## src/rtl/counter_pkg.sv

```systemverilog
// rtl/counter_pkg.sv - shared width constant and count type for the counter family
package counter_pkg;

   localparam int COUNTER_DEFAULT_WIDTH = 8;

   typedef logic [COUNTER_DEFAULT_WIDTH-1:0] count_t;

endpackage : counter_pkg

```

## src/rtl/counter_8b.sv

```systemverilog
// rtl/counter_8b.sv - free-running modulo-2^WIDTH up-counter with synchronous reset
module counter_8b
   import counter_pkg::*;
#(
   parameter int WIDTH = COUNTER_DEFAULT_WIDTH
) (
   input  logic             clk,
   input  logic             reset,
   output logic [WIDTH-1:0] out
);

   logic [WIDTH-1:0] count_q;
   logic [WIDTH-1:0] count_d;

   // Next count: plain unsigned increment, the carry out of the top bit is dropped
   always_comb begin
      count_d = count_q + WIDTH'(1);
   end

   // Count register: reset takes priority over the increment on the same edge.
   // No power-up value, so out stays unknown until the first reset edge.
   always_ff @(posedge clk) begin
      if (reset) begin
         count_q <= '0;
      end else begin
         count_q <= count_d;
      end
   end

   assign out = count_q;

`ifdef ASSERT_ON
   a1_reset_clears : assert property (@(posedge clk) reset |=> (out == '0));

   a2_increments : assert property (@(posedge clk)
      (!reset && !$isunknown(out)) |=> (out == WIDTH'($past(out) + WIDTH'(1))));
`endif

endmodule : counter_8b

```

## config.mk

```make
export PLATFORM = sky130hd
export DESIGN_NAME = counter_8b
export DESIGN_NICKNAME = d
export VERILOG_FILES = /design/src/rtl/counter_pkg.sv /design/src/rtl/counter_8b.sv
export SDC_FILE = /design/constraint.sdc
export NUM_CORES = 1
export LEC_CHECK = 0
export CORE_AREA = 8 8 45 47
export CTS_CLUSTER_DIAMETER = 100
export DETAILED_ROUTE_END_ITERATION = 16
export DIE_AREA = 0 0 53 55
export GPL_ROUTABILITY_DRIVEN = 0
export PLACE_DENSITY = 0.51
export SLEW_MARGIN = 20
export SYNTH_ARGS = -nofsm -noshare
export SYNTH_HDL_FRONTEND = slang
export SYNTH_SLANG_ARGS = --single-unit
```

## constraint.sdc

```tcl
create_clock -name clk -period 2.85 [get_ports clk]
set_input_delay 0.285 -clock clk [delete_from_list [all_inputs] [get_ports clk]]
set_output_delay 0.285 -clock clk [all_outputs]
set_load 0.005 [all_outputs]
```

==> results of run 1 <==
[worst paths after layout]
| kind | start | end | cells past startpoint |
|---|---|---|---|
| hold reg to reg | out[0]$_SDFF_PP0_ | out[0]$_SDFF_PP0_ | 1 |
| setup reg to reg | out[0]$_SDFF_PP0_ | out[6]$_SDFF_PP0_ | 4 |
| setup / recovery | out[2]$_SDFF_PP0_ | out[2] | 1 |
| hold / removal | out[0]$_SDFF_PP0_ | out[0]$_SDFF_PP0_ | 1 |
[placed cells by master (no fill, tap or decap), drive strengths merged]
cell           synthesis  final
a21oi                  3      3
and3                   1      1
clkbuf                 1      3
clkdlybuf4s50          0      9
dfxtp                  8      8
ha                     1      1
inv                    1      1
nand2                  1      1
nand3                  2      2
nand4                  1      1
nor2                   4      4
nor2b                  1      1
o21ai                  3      3
or3                    3      3
xnor2                  2      2
xor2                   1      1
[routing by layer]
metal | wire length [um] | track usage (%) | up-vias | share of wire, %
met4 | 0 | 3.88 | 0 | 0
met2 | 264 | 6.64 | 9 | 43
met5 | 0 | 0 | - | 0
met1 | 279 | 5.03 | 122 | 45
met3 | 74 | 5.88 | 0 | 12
li1 | - | - | 135 | -
[cell type report]
cell class	instances	share of cell area (%)
Tap cell	16	4.62
Sequential cell	8	37.0
Timing Repair Buffer	9	20.8
Clock buffer	3	5.20
Multi-Input combinational cell	23	31.5
Inverter	1	0.867
[kinds of logic (layout without fill, tap and decap cells)]
kind of cell	count (synthesis)	in the layout	share of synthesized area (%)
xor gates and xnor gates	3	3	8.64
and+or+nand+nor	13	13	22.2
buffers and inverters	2	13	2.47
adders and majority gates	1	1	4.11
AOI/OAI and AO/OA	6	6	9.87
DFF	8	8	52.7
[stage by stage]
stage | cells | area, sq um
floorplan | 33 | 304
global placement | 57 | 410
detailed placement | 57 | 410
CTS | 60 | 433
global route | 60 | 433
finish | 60 | 433
[where the power goes]
part,switching [mW],internal (mW),total [mW]
clock network,0.0367,0.0481,0.0848
logic,0.00555,0.0102,0.0158
registers,0.00385,0.116,0.119
[worst reg2reg max path: stages, from the launching register on]
cell     delay [ps]
dfxtp_1         380
ha_1            210
nand3_1         140
or3_1           370
a21oi_1         130
==> results.md, run 1 <==
- Die Ht: approximately 55 um
- Final Cycle Share: about half
- Final Setup Violations: 0
- # clock sinks: 8
- VDD IR max: 227 uV
- Final setup TNS: 0 ps
- Bufs and invs on worst path: 1
- DRT Pass-1 Iters: 3
- # hold bufs at CTS: 0
- Num CTS Buffers: 3
- Iter 0 DRT Violations: 3
- Syn Area/Cell: 9.21 sq um
- Critical path endpoint category: primary output
- Post_cts resized: 0
- Register Area: 160 sq um
- Synth area leaders: dfxtp_1, or3_1, xnor2_1
- Clock Tree Buf Depth: 2
- # diodes: 0
- Area delta synth->final: 42.4%
- Slowest cell on crit path: clkdlybuf4s50_1
- Crit-path cells: clkdlybuf4s50_1
- Worst Hold Class: register to register
- Count leader, synth: dfxtp_1
- Worst setup SP type: register
- Largest net degree at the start of global routing: 9
- Synth unique cells: 15
- Final worst slack: 1370 ps
- First-pass GRT wire length: 1060 um
- Remaining DRCs: 0
- RSZ-0062 raised after global routing: no
- Largest register FFs: 8
- Final Critical Period: 1480 ps
- Cell taking the most area after synthesis: dfxtp_1
- Status: completed
- Mapped cell area: approximately 300 sq um
- Global Route Usage Sum: around 5.4%
- Vias in the first global route: 248
- FP Rows: 14
- Routed wire length: 618 um
- CP max FO: 5
- Pwr Total: 220 uW
- Share of cells above drive strength 1: 9.09%
- Slew @ Worst Pin: 290 ps
- Final Slew Violations: 0
- Root Driver: clkbuf_4
- Overflow left after global routing: 0
- Number of synthesized flops with an enable pin: 0
- Power Dens Cells: 508 nW/um^2
- Core area: 1380 sq um
- Multi-input combinational cell area: about 140 sq um
- Clock transition at the registers of the reported paths: 50 ps
- Synthesized Nets: 36
- Pleak: about 0.15 nW
- Ys async rst share: 0%
- Place WS: 1580 ps
- Slew headroom: 80.6%
- Post-CTS setup repair buffer count: 0
- Final core utilization: 31.3%
- Final hold violation count: 0
- Via/cell ratio: roughly 4.4
- Filler Cells Inserted: 153
- Routed Antenna Nets: 0
- Number of buffers added on ports: 9
- Hold Worst Slack: 472 ps
- H-Tree Depth: 1
- Slowest Stage Delay on Critical Path: 540 ps
- Routed wire per std cell: 10.3 um
- Synthesis warning total: 0
- Final Net Count: 49
- Max-Cap Viols: 0
- Post-synth top area share: around 53%
- DIE WIDTH: 53 um
- Clock Skews: 3.98 ps
- WP data arrival: between 1000 and 1500 ps
- Total number of vias: around 270
- Initial antenna violation count: 0
- Starting Density: 22.0%
- Synth Flop Type: dfxtp_1
- Synth Register Bits: 8
- CTS tree: built
- Die ar.: roughly 2900 sq um
- Crit-path leading delay family: buffers and inverters
- Setup slack, reg-to-reg: 1550 ps
- Post-synthesis sequential area ratio: 52.7%
- Gate Count Post-Synth: 33
- Leading cell types by count after synthesis: dfxtp_1, nor2_1, a21oi_1, o21ai_0, or3_1
- I/O pins: 10
- Critical path required time: between 2000 and 3000 ps
- Clk_lat worst skew: 250 ps
- Fmax: 0.675 GHz
- Critical path type: register to primary output
No activity file was read; power rests on OpenSTA's default activity.
==> run 2: changes to the inputs <==
==> constraint.sdc (replaced) <==
create_clock -name clk -period 1.45 [get_ports clk]
set_input_delay 0.145 -clock clk [delete_from_list [all_inputs] [get_ports clk]]
set_output_delay 0.145 -clock clk [all_outputs]
set_load 0.005 [all_outputs]
==> results.md, run 2 (synthesis gave the netlist of run 1 again) <==
- DRT Pass-1 Iters: 2 (was 3)
- Global Route Usage Sum: 5.37% (was 5.36%)
- Power Dens Cells: 989 nW/um^2 (was 508 nW/um^2)
- CTS tree: built (unchanged)
- Largest register FFs: 8 (unchanged)
- Worst path depth: 2 (was 1)
- Multi-input combinational cell area: 136 sq um (unchanged)
- Post-CTS setup repair buffer count: 0 (unchanged)
- Final Cycle Share: 92.8%
- Total number of vias: 273 (was 266)
- Initial antenna violation count: 0 (unchanged)
- Post_cts resized: 0 (unchanged)
- VDD IR max: 388 uV (was 227 uV)
- First-pass GRT wire length: 1070 um (was 1060 um)
- Commonest non-fill, non-tap cell in the layout: clkdlybuf4s50_1 (unchanged)
- Bufs and invs on worst path: 2 (was 1)
- Critical path endpoint category: primary output (unchanged)
- Place WS: 206 ps (was 1580 ps)
- Final Critical Period: 1350 ps
- Worst setup SP type: register (unchanged)
- R2r endpoint: out[6]$_SDFF_PP0_ (unchanged)
- Clock Tree Buf Depth: 2 (unchanged)
- Remaining DRCs: 0 (unchanged)
- Final setup TNS: 0 ps (unchanged)
- Crit-path leading delay family: buffers and inverters (unchanged)
- Most frequent cells in the layout: clkdlybuf4s50_1, dfxtp_1, nor2_1 (unchanged)
- Status: completed (unchanged)
- Setup slack, reg-to-reg: 190 ps (was 1550 ps)
- Routed wire per std cell: 10.4 um (was 10.3 um)
- Clock Skews: 3.40 ps (was 3.98 ps)
- Clk_lat worst skew: 250 ps (about the same)
- Clock transition at the registers of the reported paths: 50 ps (about the same)
- DIE WIDTH: 53 um (unchanged)
- Num CTS Buffers: 3 (unchanged)
- Critical path required time: 1310 ps (was 2570 ps)
- # clock sinks: 8 (unchanged)
- H-Tree Depth: 1 (unchanged)
- RSZ-0062 raised after global routing: no (unchanged)
- Filler Cells Inserted: 156 (was 153)
- Overflow left after global routing: 0 (unchanged)
- Number of buffers added on ports: 9 (unchanged)
- Via/cell ratio: 4.48 (was 4.43)
- CP Capture Point: out[0] (was out[2])
- Slew @ Worst Pin: 296 ps (was 290 ps)
- Worst Hold Class: register to register (unchanged)
- Die Ht: 55 um (unchanged)
- FF-to-FF Start: out[1]$_SDFF_PP0_ (was out[0]$_SDFF_PP0_)
- Area delta synth->final: 44.9% (was 42.4%)
- Slowest cell on crit path: clkdlybuf4s50_1 (unchanged)
- # hold bufs at CTS: 0 (unchanged)
- Critical path type: register to primary output (unchanged)
- Die ar.: 2920 sq um (unchanged)
- Routed wire length: 637 um (was 618 um)
- Crit-path cells: buf_4 -> clkdlybuf4s50_1 (was clkdlybuf4s50_1)
- Final Slew Violations: 0 (unchanged)
- Fmax: 0.743 GHz
- # diodes: 0 (unchanged)
- Final hold violation count: 0 (unchanged)
- CP max FO: 4 (was 5)
- Register Area: 160 sq um (unchanged)
- Share of cells above drive strength 1: 11.1% (was 9.09%)
- WP data arrival: 1200 ps (about the same)
- Core area: 1380 sq um (unchanged)
- Largest net degree at the start of global routing: 9 (unchanged)
- Post-DP HPWL: around 480 um
- Routed Antenna Nets: 0 (unchanged)
- Pleak: 0.153 nW (was 0.148 nW)
- Final Setup Violations: 0 (unchanged)
- Vias in the first global route: 260 (was 248)
- Root Driver: clkbuf_4 (unchanged)
- Slew headroom: 80.2% (was 80.6%)
- Crit path launch: out[0]$_SDFF_PP0_ (was out[2]$_SDFF_PP0_)
- Starting Density: 22.0% (unchanged)
- Max-Cap Viols: 0 (unchanged)
- Iter 0 DRT Violations: 1 (was 3)
- Final Net Count: 50 (was 49)
- FP Rows: 14 (unchanged)
- R2R depth: 4 (unchanged)
- Final worst slack: 104 ps (was 1370 ps)
- Slowest Stage Delay on Critical Path: 490 ps (was 540 ps)
- I/O pins: 10 (unchanged)
[run 2: changes by cell type in the layout (fill, tap and decap cells not counted), sizes merged]
cell / previous run / this run
buf: 0 / 1
[run 2: worst reg2reg max path, stage by stage, from the launching register on]
cell and delay (ps):
dfxtp_1 370, ha_1 200, nand3_1 130, or3_1 360, a21oi_1 130
[run 2: metrics by stage]
step           power (mW)  cells  cell area [sq um]  util, %  hold slack (ps)
6_report            0.436     61                440     31.8              486
5_1_grt             0.459     61                440     31.8              534
4_1_cts             0.445     61                440     31.8              493
3_5_place_dp        0.273     58                418     30.2              485
3_3_place_gp        0.274     58                418     30.2              469
2_1_floorplan       0.251     33                304        -              412
[run 2: cell type report]
type	count	share of cell area [%]
tap	16	4.55
clock buffer	3	5.11
timing repair buffer	10	22.2
multi-input combinational	23	31.0
inverter	1	0.852
sequential	8	36.4
[run 2: worst min path at each step]
stage | to | start | slack (ps) | cells past startpoint
2_1_floorplan | out[0]$_SDFF_PP0_ | reset | 410 | 2
3_3_place_gp | out[7]$_SDFF_PP0_ | out[7]$_SDFF_PP0_ | 470 | 2
3_5_place_dp | out[7]$_SDFF_PP0_ | out[7]$_SDFF_PP0_ | 490 | 2
4_1_cts | out[7]$_SDFF_PP0_ | out[7]$_SDFF_PP0_ | 490 | 2
5_1_grt | out[6]$_SDFF_PP0_ | out[6]$_SDFF_PP0_ | 530 | 2
6_report | out[7]$_SDFF_PP0_ | out[7]$_SDFF_PP0_ | 490 | 2
[run 2: power breakdown]
part	internal [mW]	switching (mW)	total [mW]
logic	0.0222	0.0123	0.0345
clock network	0.0945	0.0727	0.167
registers	0.227	0.00659	0.234
[run 2: metal layers]
metal	routed length [um]	global-route usage, %	share of wire (%)	vias to the layer above
met5	0	0	0	-
met4	9	5.17	1.4	0
met3	67	3.74	11	2
met2	278	7.42	44	9
met1	281	5.20	44	124
li1	-	-	-	138
==> run 3: changes to the inputs <==
--- a/config.mk
+++ b/config.mk
@@ -11,6 +11,7 @@
 export DIE_AREA = 0 0 53 55
 export GPL_ROUTABILITY_DRIVEN = 0
 export PLACE_DENSITY = 0.51
+export SKIP_CTS_REPAIR_TIMING = 1
 export SLEW_MARGIN = 20
 export SYNTH_ARGS = -nofsm -noshare
 export SYNTH_HDL_FRONTEND = slang
==> results of run 3 <==
Same layout as run 2: the final DEF is identical, and so are final timing and power.
==> RTL edit, RTL diff (settings of run 2) <==
Set the package constant `COUNTER_DEFAULT_WIDTH` to 12 (it was 8).
--- a/src/rtl/counter_pkg.sv
+++ b/src/rtl/counter_pkg.sv
@@ -2,5 +2,5 @@
 package counter_pkg;
 
-   localparam int COUNTER_DEFAULT_WIDTH = 8;
+   localparam int COUNTER_DEFAULT_WIDTH = 12;
 
    typedef logic [COUNTER_DEFAULT_WIDTH-1:0] count_t;
Ports: changed (resized out); port bits go from 10 to 14. The function was not compared with the original's and may differ.
==> RTL edit against run 2 <==
  * Sequential cell count rose by 4
  * Clock power rose by 61%
  * Cell area rose by 78%
  * Critical endpoint is now out[4]
  * Synthesized cell count rose by 64%
  * Count of clock-buffer cells in the layout rose by 1
  * Power rose by 51%
  * Worst setup slack got worse by 0.055 ns
  * Routed wire length rose by 97%
  * Largest power group unchanged
  * Critical path depth did not move
  * Synthesized area rose by 69%
==> RTL edit: results <==
{
  "peakVddDrop_uv": 677,
  "largest_reg_flops": 12,
  "grt_pass1_vias": 458,
  "cts_resized": 4,
  "p_sw_share_pct": 21.7,
  "wl_met2_um": 592,
  "cts_max_path_buffers": 2,
  "final_nets": 84,
  "finClkSkew_ns": 0.00431,
  "p_leak_nw": 0.322,
  "seq_area_frac_synth_pct": 46.8,
  "vias_per_cell": 5.09,
  "drtPass1Iterations": 4,
  "grtUsageMet3_pct": 3.74,
  "pre_cts_slack_ns": 0.0705,
  "fill_cells": 135,
  "drive_above_1_share_pct": 31.3,
  "cts_root_buffer": "clkbuf_4",
  "crit_arrival_ns": 1.26,
  "grtUsageTotal_pct": 9.59,
  "status": "complete, no violations",
  "synth.area.top_cells": "dfxtp_1 47%, a21oi_1 5.9%, nand4_4 4.1%, nand3_1 3.9%, o21ai_0 3.9%",
  "routedWlPerCell_um": 13.0,
  "crit_family": "buffers and inverters",
  "synthTopCellsByCount": "12 x dfxtp_1, 6 x a21oi_1, 5 x nor2_1",
  "hpwl_um": 962,
  "grt_pass1_wl_um": 2040,
  "m1WireLength_um": 547,
  "slew_headroom_pct": 82.3,
  "num_antenna_cells": 0,
  "synthArstFlopShare_pct": 0,
  "yosysUniqueCellTypes": 20,
  "antenna_found_initial": 0,
  "cp_slowest_stage_delay_ns": 0.49,
  "drt_iter0_drc": 7,
  "clkTransAtPathRegs_ns": 0.08,
  "crit_fanout": 4,
  "slowest_stage": "clkdlybuf4s50_1",
  "clk_latency_ns": 0.27,
  "top_layer": "met4",
  "worstHoldPathType": "reg -> reg",
  "met1_usage_pct": 11.0,
  "yosysWarnings": 0,
  "wl_met3_um": 90,
  "port_buffers": 13,
  "syn_nets": 57,
  "grtUsageMet2_pct": 14.5
}
==> RTL edit: through the flow <==
| stage | instances | hold slack, ns | area (um^2) |
|---|---|---|---|
| detailed placement | 92 | 0.494 | 734 |
| global route | 96 | 0.490 | 783 |
| floorplan | 54 | 0.217 | 513 |
| global placement | 92 | 0.480 | 734 |
| CTS | 96 | 0.508 | 776 |
| finish | 96 | 0.467 | 783 |
==> RTL edit: final cells by class <==
| class | count | share of cell area (%) |
|---|---|---|
| clock buffer | 4 | 4.63 |
| inverter | 1 | 0.479 |
| multi-input combinational | 40 | 33.9 |
| sequential | 12 | 31.6 |
| tap | 16 | 2.56 |
| timing repair buffer | 23 | 26.8 |
==> RTL edit: path summary, 6_finish.rpt <==
path	slack, ns	startpoint	cells past startpoint	end
max	0.05	out[4]	2	out[4]
min	0.47	out[0]	1	out[0]
max reg2reg	0.11	out[0]	4	out[10]
min reg2reg	0.47	out[0]	1	out[0]
==> RTL edit: logic make-up (layout without fill, tap and decap cells) <==
| kind of cell | Yosys count | count (layout) | synth area share [%] |
|---|---|---|---|
| fa+ha+maj | 1 | 1 | 2.44 |
| buf+inv | 2 | 28 | 1.46 |
| simple gates | 23 | 23 | 29.3 |
| xor+xnor | 3 | 3 | 5.12 |
| mux | 1 | 1 | 2.19 |
| compound gates | 12 | 12 | 12.7 |
| flops | 12 | 12 | 46.8 |
==> RTL edit: power groups by stage <==
stage,Combinational [mW],Clock (mW),Sequential (mW)
floorplan,0.0145,0,0.355
global placement,0.0464,0,0.353
detailed placement,0.0461,0,0.353
CTS,0.0468,0.279,0.346
global route,0.0515,0.287,0.348
finish,0.0442,0.269,0.347
==> RTL edit: worst reg2reg max path: stages, from the launching register on <==
cell and delay, ns:
dfxtp_2 0.38, ha_1 0.17, nand2_1 0.08, or4_1 0.50
a21oi_1 0.14
